### config.mk
export PLATFORM = sky130hd
export DESIGN_NAME = ram_n
export DESIGN_NICKNAME = d
export VERILOG_FILES = /design/src/rtl/ram_n_pkg.sv /design/src/rtl/ram_n_clear_seq.sv /design/src/rtl/ram_n.sv
export SDC_FILE = /design/constraint.sdc
export NUM_CORES = 1
export LEC_CHECK = 0
export ABC_AREA = 1
export CORE_UTILIZATION = 47
export CTS_BUF_LIST = sky130_fd_sc_hd__clkbuf_4 sky130_fd_sc_hd__clkbuf_8 sky130_fd_sc_hd__clkbuf_16
export DETAILED_ROUTE_END_ITERATION = 8
export DONT_BUFFER_PORTS = 1
export GPL_ROUTABILITY_DRIVEN = 0
export GPL_TIMING_DRIVEN = 0
export PLACE_DENSITY = 0.76
export SLEW_MARGIN = 10
export SYNTH_ARGS = -nofsm -noshare
export SYNTH_HDL_FRONTEND = slang
export SYNTH_HIERARCHICAL = 1
export SYNTH_SLANG_ARGS = --single-unit
### constraint.sdc
create_clock -name clk_i -period 2.05 [get_ports clk_i]
set_input_delay 0.3075 -clock clk_i [delete_from_list [all_inputs] [get_ports clk_i]]
set_output_delay 0.3075 -clock clk_i [all_outputs]
set_load 0.01 [all_outputs]
### src/rtl/ram_n_pkg.sv
// ram_n_pkg: shared clear-sequencer state encodings and default word width for the ram_n family.
package ram_n_pkg;
    localparam logic ST_IDLE       = 1'b0;
    localparam logic ST_SWEEP      = 1'b1;
    localparam int   DEFAULT_WIDTH = 16;
endpackage

### src/rtl/ram_n_clear_seq.sv
// ram_n_clear_seq: zero-fill sweep sequencer; owns state, sweep pointer and busy.
module ram_n_clear_seq
    import ram_n_pkg::*;
#(
    parameter int ADDR_W = 3
) (
    input  logic              clk_i,
    input  logic              reset_i,
    input  logic              clear_i,
    output logic              wr_en_sweep_o,
    output logic [ADDR_W-1:0] ptr_o,
    output logic              busy_o
);
    logic              state_q, state_d;
    logic [ADDR_W-1:0] ptr_q, ptr_d;
    // the last word and the return to IDLE share one edge; the pointer then rolls back to 0
    always_comb begin
        state_d = (state_q == ST_SWEEP) ? ((ptr_q == '1) ? ST_IDLE : ST_SWEEP)
                                        : (clear_i ? ST_SWEEP : ST_IDLE);
        ptr_d   = (state_q == ST_SWEEP) ? ptr_q + 1'b1 : '0;
    end
    always_ff @(posedge clk_i or posedge reset_i) begin
        if (reset_i) begin
            state_q <= ST_SWEEP;
            ptr_q   <= '0;
        end else begin
            state_q <= state_d;
            ptr_q   <= ptr_d;
        end
    end
    assign wr_en_sweep_o = (state_q == ST_SWEEP);
    assign ptr_o         = ptr_q;
    assign busy_o        = (state_q == ST_SWEEP);
endmodule

### src/rtl/ram_n.sv
// ram_n: parametrised single-port word RAM with hardware zero-fill sweep, busy flag and optional registered read.
module ram_n
    import ram_n_pkg::*;
#(
    parameter int WIDTH   = DEFAULT_WIDTH,
    parameter int ADDR_W  = 3,
    parameter bit REG_OUT = 1'b0
) (
    input  logic              clk_i,
    input  logic              reset_i,
    input  logic [WIDTH-1:0]  in_i,
    input  logic [ADDR_W-1:0] addr_i,
    input  logic              load_i,
    input  logic              clear_i,
    output logic [WIDTH-1:0]  out_o,
    output logic              busy_o
);
    localparam int DEPTH = 2 ** ADDR_W;
    logic [WIDTH-1:0]  mem [0:DEPTH-1];
    logic              wr_en_sweep;
    logic [ADDR_W-1:0] ptr;
    logic [WIDTH-1:0]  rd_data;
    ram_n_clear_seq #(.ADDR_W(ADDR_W)) u_seq (
        .clk_i         (clk_i),
        .reset_i       (reset_i),
        .clear_i       (clear_i),
        .wr_en_sweep_o (wr_en_sweep),
        .ptr_o         (ptr),
        .busy_o        (busy_o)
    );
    // a clear in IDLE drops any simultaneous user write
    always_ff @(posedge clk_i) begin
        if (wr_en_sweep)
            mem[ptr] <= '0;
        else if (load_i && !clear_i)
            mem[addr_i] <= in_i;
    end
    assign rd_data = mem[addr_i];
    if (REG_OUT) begin : g_reg
        logic [WIDTH-1:0] out_q, out_d;
        assign out_d = busy_o ? '0 : rd_data;
        always_ff @(posedge clk_i or posedge reset_i) begin
            if (reset_i)
                out_q <= '0;
            else
                out_q <= out_d;
        end
        assign out_o = busy_o ? '0 : out_q;
    end else begin : g_comb
        assign out_o = busy_o ? '0 : rd_data;
    end
endmodule
==> results of run 1 <==
## worst max-delay path: stages (launching register included)
cell	delay, ns
dfstp_2	0.63
buf_4	0.13
inv_1	0.07
nand3_4	0.12
nor2_1	0.08
nor2_2	0.13
buf_4	0.13
nand2_2	0.09
nor2_4	0.19
buf_8	0.18
## stage by stage
step                      setup slack, ns  hold slack, ns  utilization (%)
final                            -0.00398           0.199             57.5
after global routing               -0.104           0.214             57.5
after CTS                          -0.185           0.208             56.6
after detailed placement           -0.389          0.0896             50.7
after global placement             -0.805          0.0780             50.0
after floorplan                    -0.150          0.0729                -
## flip-flops by register name, summed over array words and instances (netlist names)
name and flops:
mem 128, u_seq/busy_o 1, u_seq/ptr_o 3
## final cells by class
cell class | instances | area, sq um | share of cell area (%)
sequential | 132 | 3950 | 54.2
clock buffer | 18 | 439 | 6.03
multi-input combinational | 324 | 1460 | 20.0
buffer | 29 | 220 | 3.02
clock inverter | 14 | 130 | 1.79
inverter | 158 | 593 | 8.15
timing repair buffer | 19 | 282 | 3.87
tap | 172 | 215 | 2.96
## where the power goes
| group | switching, uW | internal (uW) | total [uW] |
|---|---|---|---|
| logic | 1450 | 762 | 2210 |
| clock network | 1160 | 1700 | 2870 |
| registers | 185 | 3740 | 3930 |
| total | 2800 | 6210 | 9010 |
## Yosys cell counts
cell type | count | area, sq um
nand2_1 | 177 | 664
dfstp_2 | 1 | 26.3
inv_1 | 155 | 582
inv_2 | 3 | 11.3
edfxtp_1 | 128 | 3840
clkbuf_1 | 2 | 7.51
buf_1 | 1 | 3.75
buf_4 | 10 | 75.1
o21ai_2 | 3 | 26.3
nand4_1 | 1 | 6.26
buf_6 | 8 | 90.1
nor2_1 | 59 | 221
dfrtp_1 | 3 | 75.1
buf_2 | 8 | 40.0
nand3_2 | 1 | 10.0
ha_1 | 2 | 25.0
nand3_1 | 81 | 405
## cells by family (layout without fill, tap and decap cells)
logic type | after synthesis | after routing | synth area share [%]
and+or+nand+nor | 319 | 319 | 21.4
DFF | 132 | 132 | 64.5
adders and majority gates | 2 | 2 | 0.409
buffers and inverters | 187 | 238 | 13.2
AOI/OAI and AO/OA | 3 | 3 | 0.430
## layer usage
metal / routed length, um / vias to the layer above / part of all wire [%] / global-route usage, %
met5: 0 / - / 0 / 0
met1: 5610 / 2139 / 38 / 27.3
met4: 617 / 0 / 4.1 / 13.6
met2: 7290 / 262 / 49 / 39.5
met3: 1400 / 55 / 9.4 / 5.75
li1: - / 2058 / - / -
## how the worst min path moves through the flow
stage                     slack [ns]  cells after the start  startpoint        endpoint
after floorplan                 0.07                      1     reset_i  u_seq/ptr_o[0]
after global placement          0.08                      1     reset_i  u_seq/ptr_o[0]
after detailed placement        0.09                      1     reset_i  u_seq/ptr_o[1]
after CTS                       0.21                      2     reset_i  u_seq/ptr_o[1]
after global routing            0.21                      2    in_i[12]      mem[1][12]
final                           0.20                      2    in_i[12]      mem[1][12]
## what timing repair did
item                                   4_1_cts  5_1_grt
endpoints found under the hold margin        5        0
setup buffers                                7        3
gates resized for setup                      8       15
setup endpoints to repair                  126      130
pin swaps                                    6        4
gates cloned                                 0        1
hold buffers                                 2        0
==> summary.txt, run 1 <==
Commonest cells after routing, fill and taps aside: nand2_1 (172), inv_1 (155), edfxtp_1 (128)
Setup crit end kind: register
Cells after Synth: 643
DP HPWL: 9.38 mm
Most common cell after layout, fill and taps aside: nand2_1
Core ar.: 12700 sq um
Die width: 116 um
Critical Path Source Type: register
Post-Syn Area: 6110 sq um
Worst R2R End: mem[5][8]
R2r startpoint: u_seq/busy_o
Area of the die: 13500 sq um
R2R setup slack: -0.004 ns
Unrepaired setup endpoints after global routing: true
Initial Util: 48.2%
Critical Path AT: 2.18 ns
Register area share after synthesis: 64.5%
Kind of path behind the tightest hold check: in -> reg
Final Non-Filler Cells: 866
Placed Area: 6420 sq um
Synth cell types: 17
Clock skew: 0.00658 ns
P per Cell Area: 1240 nW/um^2
Number of max-cap violations: 0
Worst-path maximum fanout: 10
Starting DRT DRC Count: 408
Max frequency: 0.487 GHz
Crit share post-route: 100%
Clock tree buffer depth: 2
CTS buffer count: 17
Vias: 4514
CTS sink cnt: 132
Number of global-route vias before repair: 4483
Peak VDD IR: 0.962 mV
Total gr overflow: 0
Final ANT Viol Nets: 0
Total Power: 9010 uW
Synth warn: 6
Worst skew pair latency: 0.42 ns
Placed insts: 821
H-tree depth: 4
P_leak: 0.00335 uW
Required time worst endpoint: 2.18 ns
Pins over their slew limit: 0
Minimum clock period: 2.05 ns
Relative max-transition margin: 58.9%
Worst setup margin: -0.00398 ns
FF+latch count, synth: 132
Worst Reg2Reg Path Length in Cells: 9
DRC: 0
GRT Total Usage: 23.4%
# setup viols final: 6
P&R area growth vs syn: 19.1%
Number of fill cells: 1000
CTS clk-pin slew, worst paths: 0.06 ns
Final Cell Area: 7280 sq um
TritonRoute pass-1 iters: 6
Setup_tns: -0.0124 ns
Crit path from: u_seq/busy_o
Crit path to: mem[5][8]
Global-route wire length before repair: 22.5 mm
Largest net degree at the start of global routing: 17
Die height: 116 um
# IOs: 40
Port Buf Inserts: 0
Worst Tran Pin Value: 0.615 ns
Post-Syn Nets: 668
Status: finished with violations
Critical path type: reg -> reg
Final wirelength: 14.9 mm
CTS Root Cell: clkbuf_16
Routed len/inst: 17.2 um
Syn avg cell area: 9.51 sq um
Diodes inserted: 0
Share of cells above drive strength 1: 14.4%
Nets: 706
CTS tree: built
Final hold vios: 0
Number of cell rows: 41
Violated checks: negative setup slack
Initial antenna violation count: 0
DR vias/cell: 5.21
No activity file was read; power rests on OpenSTA's default activity.
==> run 2: changes to the inputs <==
--- a/config.mk
+++ b/config.mk
@@ -6,6 +6,7 @@
 export NUM_CORES = 1
 export LEC_CHECK = 0
 export ABC_AREA = 1
+export ABC_CLOCK_PERIOD_IN_PS = 2050
 export CORE_UTILIZATION = 47
 export CTS_BUF_LIST = sky130_fd_sc_hd__clkbuf_4 sky130_fd_sc_hd__clkbuf_8 sky130_fd_sc_hd__clkbuf_16
 export DETAILED_ROUTE_END_ITERATION = 8
==> results of run 2 <==
No change in the layout: final DEF, timing and power equal those of run 1.
==> run 3: changes to the inputs <==
--- a/config.mk
+++ b/config.mk
@@ -6,14 +6,15 @@
 export NUM_CORES = 1
 export LEC_CHECK = 0
 export ABC_AREA = 1
-export ABC_CLOCK_PERIOD_IN_PS = 2050
+export ABC_CLOCK_PERIOD_IN_PS = 2550
+export CORE_ASPECT_RATIO = 0.7
 export CORE_UTILIZATION = 47
 export CTS_BUF_LIST = sky130_fd_sc_hd__clkbuf_4 sky130_fd_sc_hd__clkbuf_8 sky130_fd_sc_hd__clkbuf_16
 export DETAILED_ROUTE_END_ITERATION = 8
 export DONT_BUFFER_PORTS = 1
 export GPL_ROUTABILITY_DRIVEN = 0
 export GPL_TIMING_DRIVEN = 0
-export PLACE_DENSITY = 0.76
+export PLACE_DENSITY = 0.74
 export SLEW_MARGIN = 10
 export SYNTH_ARGS = -nofsm -noshare
 export SYNTH_HDL_FRONTEND = slang
==> constraint.sdc (replaced) <==
create_clock -name clk_i -period 2.55 [get_ports clk_i]
set_input_delay 0.3825 -clock clk_i [delete_from_list [all_inputs] [get_ports clk_i]]
set_output_delay 0.3825 -clock clk_i [all_outputs]
set_load 0.01 [all_outputs]
==> run 3 against run 2 <==
Largest power group unchanged; clock power is 24% lower; register-to-register slack improved by 0.24 ns; critical path type is now reg -> out; the flow finishes with violations (design-rule violations); critical endpoint is now out_o[6]; highest routed layer unchanged; sequential share of layout area rose by 2.4 points.
==> summary.txt, run 3 (synthesized netlist as in run 1, its figures left out) <==
Status: finished with violations
Violated checks: design-rule violations
Post-layout util: 55.6%
CTS buffer count: 17
TritonRoute pass-1 iters: 7
Most common cell after layout, fill and taps aside: nand2_1
Final ANT Viol Nets: 0
Total gr overflow: 0
DRC: 2
Final wirelength: 14.0 mm
Largest reg by FF count: mem
Unrepaired setup endpoints after global routing: false
Crit share post-route: 93.3%
Number of max-cap violations: 0
Routed len/inst: 16.7 um
Nets: 694
Initial Util: 48.7%
Critical path type: reg -> out
CTS sink cnt: 132
Initial antenna violation count: 0
# IOs: 40
Port Buf Inserts: 0
Hold_ws: 0.0931 ns
Register area: 3950 sq um
Number of fill cells: 1023
Clock skew: 0.0108 ns
H-tree depth: 4
Final Non-Filler Cells: 842
Setup crit end kind: primary output
Number of global-route vias before repair: 4255
DR vias/cell: 5.02
Diodes inserted: 0
P per Cell Area: 973 nW/um^2
Worst skew pair latency: 0.41 ns
Worst Tran Pin Value: 0.659 ns
Number of cell rows: 34
CTS clk-pin slew, worst paths: 0.05 ns
Critical Path AT: 2.00 ns
Clock tree buffer depth: 2
Largest net degree at the start of global routing: 17
GRT Total Usage: 22.6%
DP HPWL: 9.37 mm
Die height: 97.4 um
Required time worst endpoint: 2.17 ns
Worst-path maximum fanout: 10
Max reg flops: 128
Peak VDD IR: 0.585 mV
# setup viols final: 0
Max frequency: 0.420 GHz
Share of cells above drive strength 1: 11.2%
CTS Root Cell: clkbuf_16
Vias: 4229
Relative max-transition margin: 56.1%
Global-route wire length before repair: 22.4 mm
Multi-input gate area: 1390 sq um
# Post-CTS Setup Buffers: 0
Area of the die: 13500 sq um
P_leak: 0.00326 uW
Critical Path Source Type: register
Commonest cells after routing, fill and taps aside: nand2_1 (177), inv_1 (155), edfxtp_1 (128)
Kind of path behind the tightest hold check: in -> reg
Starting DRT DRC Count: 358
Die width: 138 um
Pins over their slew limit: 0
Core ar.: 12500 sq um
Final hold vios: 0
CTS tree: built
Placed insts: 811
P&R area growth vs syn: 14.0%
Minimum clock period: 2.38 ns
run 3: changes by cell type in the layout (fill, tap and decap cells not counted), moves of 3 or more:
cell        delta
buf_6          -7
buf_12         -6
nor2_4         -6
clkinvlp_4     -5
nand2_1        +5
nand2_2        -5
buf_8          +4
clkbuf_4       +4
clkinv_4       -4
nor2_2         +4
clkinv_2       +3
run 3: final timing paths:
kind | to | cells past startpoint | slack (ns) | startpoint
max | out_o[6] | 4 | 0.17 | u_seq/busy_o
max in group asynchronous | u_seq/busy_o | 2 | 2.03 | reset_i
max reg2reg | mem[4][3] | 8 | 0.24 | u_seq/busy_o
min reg2reg | u_seq/ptr_o[0] | 1 | 0.47 | u_seq/ptr_o[0]
min in group asynchronous | u_seq/ptr_o[2] | 2 | 0.29 | reset_i
min | u_seq/busy_o | 2 | 0.09 | clear_i
run 3: per-layer routing:
layer  share of wire [%]  routed length, um  GRT usage (%)  up-vias
met4                 1.5                214           7.95        0
met2                  50               7020           37.6      190
met1                  40               5590           28.9     1977
li1                    -                  -              -     2037
met5                   0                  0              0        -
met3                 8.7               1220           5.72       25
run 3: repair_timing:
action | 4_1_cts | 5_1_grt
endpoints found under the hold margin | 4 | 0
setup endpoints to repair | 0 | 10
resized for setup | 0 | 2
hold buffers | 1 | 0
run 3: layout make-up:
| class | count | area share [%] |
|---|---|---|
| clock inverter | 8 | 0.897 |
| timing repair buffer | 7 | 1.44 |
| multi-input combinational | 324 | 19.9 |
| clock buffer | 22 | 6.64 |
| inverter | 158 | 8.51 |
| sequential | 132 | 56.6 |
| buffer | 29 | 3.10 |
| tap | 162 | 2.91 |
run 3: report_power, final:
group / total (uW) / switching, uW / internal, uW / leakage (uW)
sequential: 3150 / 140 / 3010 / 0.00125
combinational: 1450 / 1030 / 420 / 0.00174
clock: 2180 / 817 / 1360 / 0.000269
run 3: critical path: stages, from the launching register on:
cell and delay (ns):
dfstp_2 0.41, inv_1 0.26, clkbuf_1 0.49, nand2_1 0.15, nor2_1 0.27
run 3: stage by stage:
stage / total power [uW] / area (sq um) / TNS (ns) / setup WS [ns]
global route: 7090 / 6970 / 0 / 0.0692
global placement: 4390 / 6320 / -28.63 / -0.291
finish: 6780 / 6970 / 0 / 0.171
floorplan: 4060 / 6110 / 0 / 0.350
detailed placement: 4610 / 6430 / 0 / 0.159
CTS: 6800 / 6960 / 0 / 0.142
